<file path="src/rtl/pipe_ctrl_pkg.sv">
// Shared pipeline-control types: halt encodings, controller states, address widths.
// Latency: n/a (types and constants only).
// Backpressure: n/a.
package pipe_ctrl_pkg;

    localparam int InstAddrW = 32;

    typedef logic [InstAddrW-1:0] InstAddrBus;
    localparam InstAddrBus ZeroWord = '0;

    // Per-stage halt type consumed by every pipeline register.
    typedef logic [1:0] HaltBus;
    localparam HaltBus HALT_RUN    = 2'b00;  // advance
    localparam HaltBus HALT_PASS   = 2'b01;  // advance while upstream holds
    localparam HaltBus HALT_BUBBLE = 2'b10;  // load NOP
    localparam HaltBus HALT_HOLD   = 2'b11;  // keep value

    typedef enum logic [1:0] {
        PC_RUN       = 2'b00,
        PC_MEMWAIT   = 2'b01,
        PC_FLUSHPEND = 2'b10
    } pc_state_t;

    // Complete control word driven to the five pipeline registers.
    typedef struct packed {
        HaltBus pc;
        HaltBus ifid;
        HaltBus idex;
        HaltBus exmem;
        HaltBus memwb;
        logic   ifid_discard;
        logic   idex_discard;
        logic   redirect;
    } halt_ctrl_t;

    // BUBBLE and HOLD both have the upper bit set; either one is a stall cycle.
    function automatic logic halt_is_stall(input HaltBus h);
        return h[1];
    endfunction

endpackage

</file>
<file path="src/rtl/pipe_ctrl_sat_counter.sv">
// Saturating up-counter: counts enabled cycles and sticks at all-ones.
// Latency: q reflects en one clock after the enabling edge.
// Backpressure: none; en is sampled every cycle.
//
// Ports: clk, rst (async active-low), en (count this cycle), q (count value).
module sat_counter #(
    parameter int CNT_W = 32
) (
    input  logic             clk,
    input  logic             rst,
    input  logic             en,
    output logic [CNT_W-1:0] q
);

    localparam logic [CNT_W-1:0] CNT_MAX = '1;

    always_ff @(posedge clk or negedge rst) begin
        if (!rst) begin
            q <= '0;
        end else if (en && (q != CNT_MAX)) begin
            q <= q + CNT_W'(1);
        end
    end

endmodule

</file>
<file path="src/rtl/pipe_ctrl.sv">
// Stall/flush controller for the 5-stage pipeline: arbitrates MEM wait, flush, load-use, fetch wait.
// Latency: all controls are combinational (same-cycle); state, latched target and counter update on clk.
// Backpressure: a MEM wait freezes everything and defers any taken branch until the wait drops.
//
// Ports:
//   clk, rst             clock and asynchronous active-low reset
//   if_stall_i           fetch waiting on memory
//   mem_stall_i          MEM-stage access waiting on memory
//   id_load_use_i        ID depends on the load in EX
//   ex_branch_i/target_i taken branch/jump resolved in EX and its target
//   *_halt_o             halt types for pc_reg, if_id, id_ex, ex_mem, mem_wb
//   IFID/IDEX_discard_o  clear if_id / id_ex
//   pc_redirect_o        pc_reg loads pc_target_o
//   stall_cnt_o          saturating count of cycles issuing any hold or bubble
module pipe_ctrl
    import pipe_ctrl_pkg::*;
#(
    parameter int CNT_W = 32
) (
    input  logic             clk,
    input  logic             rst,
    input  logic             if_stall_i,
    input  logic             mem_stall_i,
    input  logic             id_load_use_i,
    input  logic             ex_branch_i,
    input  logic [31:0]      ex_target_i,
    output logic [1:0]       pc_halt_o,
    output logic [1:0]       ifid_halt_o,
    output logic [1:0]       idex_halt_o,
    output logic [1:0]       exmem_halt_o,
    output logic [1:0]       memwb_halt_o,
    output logic             IFID_discard_o,
    output logic             IDEX_discard_o,
    output logic             pc_redirect_o,
    output logic [31:0]      pc_target_o,
    output logic [CNT_W-1:0] stall_cnt_o
);

    pc_state_t  state_q, state_d;
    InstAddrBus tgt_q, tgt_d;
    halt_ctrl_t ctrl;
    InstAddrBus target;
    logic       flush_req;
    logic       stall_cycle;

    // ------------------------------------------------------------------
    // State register
    // ------------------------------------------------------------------
    always_ff @(posedge clk or negedge rst) begin
        if (!rst) begin
            state_q <= PC_RUN;
            tgt_q   <= ZeroWord;
        end else begin
            state_q <= state_d;
            tgt_q   <= tgt_d;
        end
    end

    // ------------------------------------------------------------------
    // Next state
    // A branch seen during a MEM wait cannot redirect yet (the whole pipe is
    // frozen), so its target is captured and replayed when the wait ends.
    // ------------------------------------------------------------------
    always_comb begin
        state_d = state_q;
        tgt_d   = tgt_q;
        case (state_q)
            PC_RUN, PC_MEMWAIT: begin
                if (mem_stall_i) begin
                    if (ex_branch_i) begin
                        state_d = PC_FLUSHPEND;
                        tgt_d   = ex_target_i;
                    end else begin
                        state_d = PC_MEMWAIT;
                    end
                end else begin
                    state_d = PC_RUN;
                end
            end
            PC_FLUSHPEND: begin
                // The branch is still parked in EX; re-assertions of
                // ex_branch_i are the same branch and are ignored.
                if (!mem_stall_i) begin
                    state_d = PC_RUN;
                end
            end
            default: begin
                state_d = PC_RUN;
            end
        endcase
    end

    // ------------------------------------------------------------------
    // Control outputs, in priority order: MEM wait > flush > load-use > fetch.
    // id_ex has no hold capability, so a MEM freeze uses PASS there and relies
    // on ex_mem holding plus the upstream registers holding.
    // ------------------------------------------------------------------
    assign flush_req = ex_branch_i || (state_q == PC_FLUSHPEND);

    always_comb begin
        ctrl   = '{pc: HALT_RUN, ifid: HALT_RUN, idex: HALT_RUN,
                   exmem: HALT_RUN, memwb: HALT_RUN,
                   ifid_discard: 1'b0, idex_discard: 1'b0, redirect: 1'b0};
        target = (state_q == PC_FLUSHPEND) ? tgt_q : ex_target_i;

        if (!rst) begin
            ctrl   = '{pc: HALT_BUBBLE, ifid: HALT_BUBBLE, idex: HALT_BUBBLE,
                       exmem: HALT_BUBBLE, memwb: HALT_BUBBLE,
                       ifid_discard: 1'b1, idex_discard: 1'b1, redirect: 1'b0};
            target = ZeroWord;
        end else if (mem_stall_i) begin
            ctrl.pc    = HALT_HOLD;
            ctrl.ifid  = HALT_HOLD;
            ctrl.idex  = HALT_PASS;
            ctrl.exmem = HALT_HOLD;
            ctrl.memwb = HALT_BUBBLE;
        end else if (flush_req) begin
            ctrl.redirect     = 1'b1;
            ctrl.ifid_discard = 1'b1;
            ctrl.idex_discard = 1'b1;
            ctrl.ifid         = HALT_BUBBLE;
            ctrl.idex         = HALT_BUBBLE;
        end else if (id_load_use_i || if_stall_i) begin
            // Load-use and fetch wait share one pattern: freeze the front end
            // and let the back end drain behind a bubble.
            ctrl.pc   = HALT_HOLD;
            ctrl.ifid = HALT_HOLD;
            ctrl.idex = HALT_BUBBLE;
        end
    end

    assign pc_halt_o      = ctrl.pc;
    assign ifid_halt_o    = ctrl.ifid;
    assign idex_halt_o    = ctrl.idex;
    assign exmem_halt_o   = ctrl.exmem;
    assign memwb_halt_o   = ctrl.memwb;
    assign IFID_discard_o = ctrl.ifid_discard;
    assign IDEX_discard_o = ctrl.idex_discard;
    assign pc_redirect_o  = ctrl.redirect;
    assign pc_target_o    = target;

    // ------------------------------------------------------------------
    // Performance counter: any stage told to bubble or hold is a lost cycle.
    // ------------------------------------------------------------------
    assign stall_cycle = halt_is_stall(ctrl.pc)    || halt_is_stall(ctrl.ifid) ||
                         halt_is_stall(ctrl.idex)  || halt_is_stall(ctrl.exmem) ||
                         halt_is_stall(ctrl.memwb);

    sat_counter #(
        .CNT_W (CNT_W)
    ) u_stall_cnt (
        .clk (clk),
        .rst (rst),
        .en  (stall_cycle),
        .q   (stall_cnt_o)
    );

endmodule
</file>
<file path="config.mk">
export PLATFORM = sky130hd
export DESIGN_NAME = pipe_ctrl
export DESIGN_NICKNAME = d
export VERILOG_FILES = /design/src/rtl/pipe_ctrl_pkg.sv /design/src/rtl/pipe_ctrl_sat_counter.sv /design/src/rtl/pipe_ctrl.sv
export SDC_FILE = /design/constraint.sdc
export NUM_CORES = 1
export LEC_CHECK = 0
export ABC_AREA = 1
export BUFFER_PORTS_ARGS = -buffer_cell sky130_fd_sc_hd__clkbuf_2
export CAP_MARGIN = 30
export CORE_UTILIZATION = 26
export CTS_BUF_LIST = sky130_fd_sc_hd__clkbuf_16
export CTS_CLUSTER_SIZE = 16
export DETAILED_ROUTE_END_ITERATION = 10
export MAX_ROUTING_LAYER = met4
export PLACE_DENSITY_LB_ADDON = 0.3
export SETUP_SLACK_MARGIN = 0.3
export SKIP_CTS_REPAIR_TIMING = 1
export SYNTH_ARGS = -nofsm -noshare
export SYNTH_HDL_FRONTEND = slang
export SYNTH_SLANG_ARGS = --single-unit
</file>
<file path="constraint.sdc">
create_clock -name clk -period 1.8 [get_ports clk]
set_input_delay 0.18 -clock clk [delete_from_list [all_inputs] [get_ports clk]]
set_output_delay 0.18 -clock clk [all_outputs]
set_load 0.1 [all_outputs]
</file>
==> results of run 1 <==
synthesized netlist by cell type (all sizes together):
master / number / area share, %
ha: 1 / 0.31
a21oi: 32 / 4.0
nand3: 19 / 2.4
or2: 1 / 0.16
clkbuf: 13 / 1.2
nand4: 2 / 0.31
xor2: 7 / 1.5
nor2: 59 / 6.4
xnor2: 5 / 1.1
inv: 66 / 6.3
buf: 14 / 2.8
o21ai: 73 / 9.1
nand2: 233 / 23
dfrtp: 66 / 41
nor3: 1 / 0.12
conb: 1 / 0.094
worst max path at each step:
stage,from,endpoint,slack (ns),depth (start not counted)
floorplan,state_q[0]$_DFFE_PN0P_,pc_halt_o[0],-0.13,7
global placement,state_q[1]$_DFFE_PN0P_,pc_target_o[9],0.15,5
detailed placement,state_q[1]$_DFFE_PN0P_,pc_target_o[5],0.15,5
CTS,state_q[1]$_DFFE_PN0P_,pc_target_o[5],-0.21,5
global route,state_q[0]$_DFFE_PN0P_,pc_halt_o[0],-0.02,7
finish,state_q[0]$_DFFE_PN0P_,pc_target_o[10],0.04,6
worst register-to-register path, stage by stage (launching register included):
cell	delay, ns
dfrtp_2	0.45
nand2_8	0.14
nand2_4	0.08
buf_6	0.12
nor2_4	0.12
nand2_4	0.08
buf_12	0.15
nand2_8	0.14
clkinv_16	0.12
nand2_1	0.10
nand2_1	0.05
power by group through the flow:
stage / combinational, mW / sequential [mW] / clock, mW
floorplan: 1.42 / 2.51 / 0
global placement: 2.65 / 1.98 / 0
detailed placement: 2.64 / 1.99 / 0
CTS: 2.66 / 1.96 / 1.67
global route: 3.24 / 2.04 / 1.73
finish: 3.08 / 2.00 / 1.63
layout make-up:
cell class,count,area share [%]
Sequential cell,66,24.30
Inverter,66,3.846
Tap cell,184,3.159
Timing Repair Buffer,170,25.53
Clock inverter,7,0.6353
Clock buffer,9,3.091
Multi-Input combinational cell,437,39.22
Timing Repair inverter,1,0.2232
metal layers:
metal	wire (um)	vias to the layer above	part of all wire (%)	GRT usage, %
li1	-	2173	-	-
met1	6200	2024	46	20.39
met2	6382	101	48	23.20
met3	633	15	4.7	2.676
met4	191	0	1.4	4.678
met5	0	-	0	-
state kept, by name, indices dropped and copies added, names as in the netlist:
signal	flops
u_stall_cnt.q	32
tgt_q	32
state_q	2
through the flow:
stage | hold slack, ns | total power, mW | util, % | TNS [ns] | cells
6_report | 0.04170 | 6.704 | 49.39 | 0 | 940
3_3_place_gp | 0.07589 | 4.626 | 40.44 | 0 | 876
2_1_floorplan | -0.1156 | 3.937 | - | -0.1276 | 593
4_1_cts | -0.2864 | 6.290 | 42.28 | -5.224 | 892
3_5_place_dp | 0.07495 | 4.632 | 40.44 | 0 | 876
5_1_grt | 0.06117 | 7.001 | 49.39 | -0.1054 | 940
cells by family (layout without fill, tap and decap cells):
family,after synthesis,after routing
adders and majority gates,1,1
buffers and inverters,93,253
and+or+nand+nor,315,318
other,1,1
AOI/OAI and AO/OA,105,105
xor gates and xnor gates,12,12
DFF,66,66
==> reports/qor.yml, run 1 <==
status: "complete, no violations"
seq_area_mm2: 0.001770
num-fill-cells: 1346
pwr-share-clk_pct: 24.2
cts.clk_slew.worst_paths_ns: 0.06
syn_area_mm2: 0.004000
die-area_mm2: 0.01588
fp.dieW_um: 126.0
overflow: 0
critPathTopFamily: "buffers and inverters"
synthToLayoutAreaGrowth_pct: 82.17
multi_input_area_mm2: 0.002858
path_cells: "inv_2, nand2_8, buf_16, clkbuf_16, a21oi_4, buf_12"
grt_pass1_vias: 3724
powerDensity_mw_per_mm2: 919.9
synth_cells: 593
slew_headroom_pct: 62.36
worstSkewPairLatency_ns: 0.33
final_cell_mix: "nand2_1 (168), clkbuf_2 (63), inv_1 (61), buf_12 (48), nand2_2 (41)"
synth_nets: 632
track_usage_pct: 15.18
antenna_cells: 0
die_h_um: 126.0
cts_max_path_buffers: 2
yosys.area_share.simple_pct: 32.25
power.share.sequential_pct: 29.8
setup_slack_ns: 0.03872
synth_top_family_by_area: "simple AND/OR/NAND/NOR gates"
period_share_pct: 97.85
r2r_end: "u_stall_cnt.q[14]$_DFFE_PN0P_"
grt_start_max_net_pins: 65
dpl_cell_area_mm2: 0.005967
synth_fa_ha_area_share_pct: 0.3128
ant_nets: 0
critPathMaxFanout: 8
portBuffers: 113
dr_total_vias: 4313
worstPathArrival_ns: 1.58
critPathCaptureType: "primary output"
drive_gt1_share_pct: 49.60
synth.area.mux_share_pct: 0
synth-xor-area-share_pct: 2.627
mostFrequentLayoutCell: "nand2_1"
setup_viol: 0
required_ns: 1.62
r2r_slack_ns: 0.15
max_stage_delay_ns: 0.37
drt_iter0_drc: 204
wl_per_cell_um: 14.26
drt_pre_antenna_iters: 4
timing_worst_slew_pin_value_ns: 0.5670
floorplan.initialDensity_pct: 27.11
slew_viol_final: 0
ys.warnings.count: 0
path_class: "reg -> out"
numCtsBuffers: 9
comb_power_share_pct: 46.0
core_area_mm2: 0.01475
final.setup_skew_ns: 0.005165
cts_max_level: 3
cp-start-kind: "flip-flop"
clock.fmax_mhz: 567.8
p_int_mw: 3.685
synth_compound_area_share_pct: 13.14
p_sw_share_pct: 45.04
min_to: "state_q[0]$_DFFE_PN0P_"
ys_types: 28
reg2reg_depth: 10
max_cap_violations: 0
timing.critical_path.buf_inv: 4
ys_seq_area_share_pct: 41.29
rows: 44
hold_start: "ex_branch_i"
avgSynthCellArea_um2: 6.746
final_hold_viol_count: 0
fin_crit_ns: 1.761
post_drt_via_cell_ratio: 4.588
vdd_drop_max_mv: 1.088
cts_sinks: 66
cts_root_buf: "clkbuf_16"
routed_wl_um: 13410
final_area_mm2: 0.007287
whs_path_depth: 2
ys_seq_elements: 66
pin_count: 115
rsz0062_at_grt: "yes"
detailedPlace.worstSlack_ns: 0.1491
antenna_found_initial: 0
regToRegStartpoint: "state_q[1]$_DFFE_PN0P_"
cts_tree: "built"
crit_slowest_cell: "dfrtp_1"
gp_congestion: 0.9218
grt_pass1_wl_um: 18640
fin_nets: 790
route.detailed.drc: 0
p_leak_nw: 3.281
hpwlAfterDp_um: 8351
power.switching_mw: 3.019
hp-class: "in -> reg"
No activity file was read; power rests on OpenSTA's default activity.
==> run 2, diff against run 1 <==
- GPL_TIMING_DRIVEN: not set -> 0
==> run 2 against run 1 <==
- the flow now finishes with violations (hold timing)
- clock skew is 0.0011 ns lower
- final area is 1.2% lower
- clock power hardly changed
- power shrank 1.4%
- sequential share of layout area increased by 0.28 points
- worst setup slack lost 0.0016 ns
- critical path type unchanged
- largest cell class unchanged
- largest power group unchanged
- highest routed layer unchanged
==> reports/qor.yml, run 2 (same netlist as run 1, synthesis figures left out) <==
status: "finished, violations left"  # was complete, no violations
violations: "hold timing"
timing_worst_slew_pin_value_ns: 0.5591  # was 0.5670 ns
gp_congestion: 0.8788  # was 0.9218
route.detailed.drc: 0  # unchanged
slew_headroom_pct: 62.60  # was 62.36%
cts.clk_slew.worst_paths_ns: 0.06  # about the same
hp-class: "in -> async"  # was in -> reg
crit_slowest_cell: "dfrtp_1"  # unchanged
final_cell_mix: "nand2_1 (178), clkbuf_2 (72), inv_1 (61), buf_12 (41), nor2_1 (39)"  # was nand2_1 (168), clkbuf_2 (63), inv_1 (61), buf_12 (48), nand2_2 (41)
path_class: "reg -> out"  # unchanged
worstSkewPairLatency_ns: 0.33  # about the same
cts_root_buf: "clkbuf_16"  # unchanged
tns_ns: 0  # unchanged
portBuffers: 113  # unchanged
period_share_pct: 97.94  # was 97.85%
slew_viol_final: 0  # unchanged
critPathMaxFanout: 7  # was 8
fin_util_pct: 48.80  # was 49.39%
cp-start-kind: "flip-flop"  # unchanged
final_hold_viol_count: 8  # was 0
powerDensity_mw_per_mm2: 917.8  # was 919.9 mW/mm2
r2r_end: "u_stall_cnt.q[0]$_DFFE_PN0P_"  # was u_stall_cnt.q[14]$_DFFE_PN0P_
drive_gt1_share_pct: 47.01  # was 49.60%
cp_common_cell: "buf_12"
grt_pass1_wl_um: 19380  # was 18640 um
floorplan.initialDensity_pct: 27.11  # unchanged
vdd_drop_max_mv: 0.9254  # was 1.088 mV
clock.fmax_mhz: 567.2  # was 567.8 MHz
cts_tree: "built"  # unchanged
die-area_mm2: 0.01588  # unchanged
post_drt_via_cell_ratio: 4.678  # was 4.588
drt_iter0_drc: 272  # was 204
antenna_found_initial: 0  # unchanged
path_cells: "nand2_4, buf_12, clkbuf_16, o21ai_2, a21oi_4, buf_12"  # was inv_2, nand2_8, buf_16, clkbuf_16, a21oi_4, buf_12
wl_per_cell_um: 14.26  # about the same
timing.critical_path.buf_inv: 3  # was 4
die_h_um: 126.0  # unchanged
reg2reg_depth: 11  # was 10
numCtsBuffers: 9  # unchanged
antenna_cells: 0  # unchanged
regToRegStartpoint: "u_stall_cnt.q[1]$_DFFE_PN0P_"  # was state_q[1]$_DFFE_PN0P_
fin_crit_ns: 1.763  # was 1.761 ns
track_usage_pct: 15.99  # was 15.18%
cts_sinks: 66  # unchanged
largest_registers: "tgt_q: 32 flops, u_stall_cnt.q: 32 flops, state_q: 2 flops"  # unchanged
drt_pre_antenna_iters: 7  # was 4
r2r_slack_ns: 0.09  # was 0.15 ns
rsz0062_at_grt: "yes"  # unchanged
critPathTopFamily: "buffers and inverters"  # unchanged
ant_nets: 0  # unchanged
fp.dieW_um: 126.0  # unchanged
rows: 44  # unchanged
required_ns: 1.62  # about the same
critPathCaptureType: "primary output"  # unchanged
dr_total_vias: 4383  # was 4313
fin_nets: 787  # was 790
overflow: 0  # unchanged
pin_count: 115  # unchanged
max_cap_violations: 0  # unchanged
final.setup_skew_ns: 0.004051  # was 0.005165 ns
cts_max_path_buffers: 2  # unchanged
grt_pass1_vias: 3759  # was 3724
setup_viol: 0  # unchanged
cts_max_level: 3  # unchanged
hpwlAfterDp_um: 8836  # was 8351 um
max_stage_delay_ns: 0.41  # was 0.37 ns
p_leak_nw: 3.254  # was 3.281 nW
grt_start_max_net_pins: 46  # was 65
worstPathArrival_ns: 1.58  # about the same
synthToLayoutAreaGrowth_pct: 79.98  # was 82.17%
hold_ws_ns: -0.09741  # was 0.04170 ns
mostFrequentLayoutCell: "nand2_1"  # unchanged
core_area_mm2: 0.01475  # unchanged
routed_wl_um: 13360  # was 13410 um
## run 2: cell type report
type,count,area [um2]
Clock buffer,9,225.2
Timing Repair Buffer,143,1624
Fill cell,1354,7555
Multi-Input combinational cell,434,2719
Tap cell,184,230.2
Clock inverter,7,45.04
Inverter,66,266.5
Sequential cell,66,1769
Timing Repair inverter,1,11.26
Buffer,27,309.0
## run 2: metal layers
metal,track usage [%],share of wire (%),vias to the layer above
met3,2.974,4.4,13
met1,22.71,48,2073
met4,5.103,1.5,0
li1,-,-,2166
met2,22.75,47,131
met5,-,0,-
## run 2: stage by stage
stage	total power, mW	setup WS (ns)	cell area (um2)	hold WS, ns	cells
floorplan	3.937	-0.1276	4627	-0.1156	593
global placement	4.338	-1.429	5423	0.3822	890
detailed placement	4.359	-0.5968	5453	0.1767	891
CTS	6.015	-0.6066	5723	-0.1896	907
global route	6.908	-0.02848	7199	-0.09901	937
finish	6.607	0.03707	7199	-0.09741	937
## run 2: worst max-delay path by stage
stage	startpoint	endpoint	slack [ns]	cells after the start
6_report	state_q[1]$_DFFE_PN0P_	pc_target_o[7]	0.04	6
5_1_grt	state_q[1]$_DFFE_PN0P_	pc_target_o[6]	-0.03	6
4_1_cts	rst	pc_target_o[29]	-0.61	6
3_5_place_dp	rst	pc_target_o[29]	-0.60	6
3_3_place_gp	rst	pc_target_o[3]	-1.43	5
2_1_floorplan	state_q[0]$_DFFE_PN0P_	pc_halt_o[0]	-0.13	7
## run 2: worst register-to-register path: stages (launching register included)
cell       delay [ns]
dfrtp_4          0.44
ha_4             0.17
inv_2            0.05
nor2_4           0.14
nand2_4          0.09
nor2_8           0.13
nand2_4          0.08
nand2_8          0.13
clkinv_8         0.09
clkbuf_16        0.17
nand2_2          0.05
nand2_1          0.05
## run 2: report_power, final
group	switching, mW	internal (mW)
Sequential	0.230	1.76
Combinational	2.05	0.953
Clock	0.692	0.928
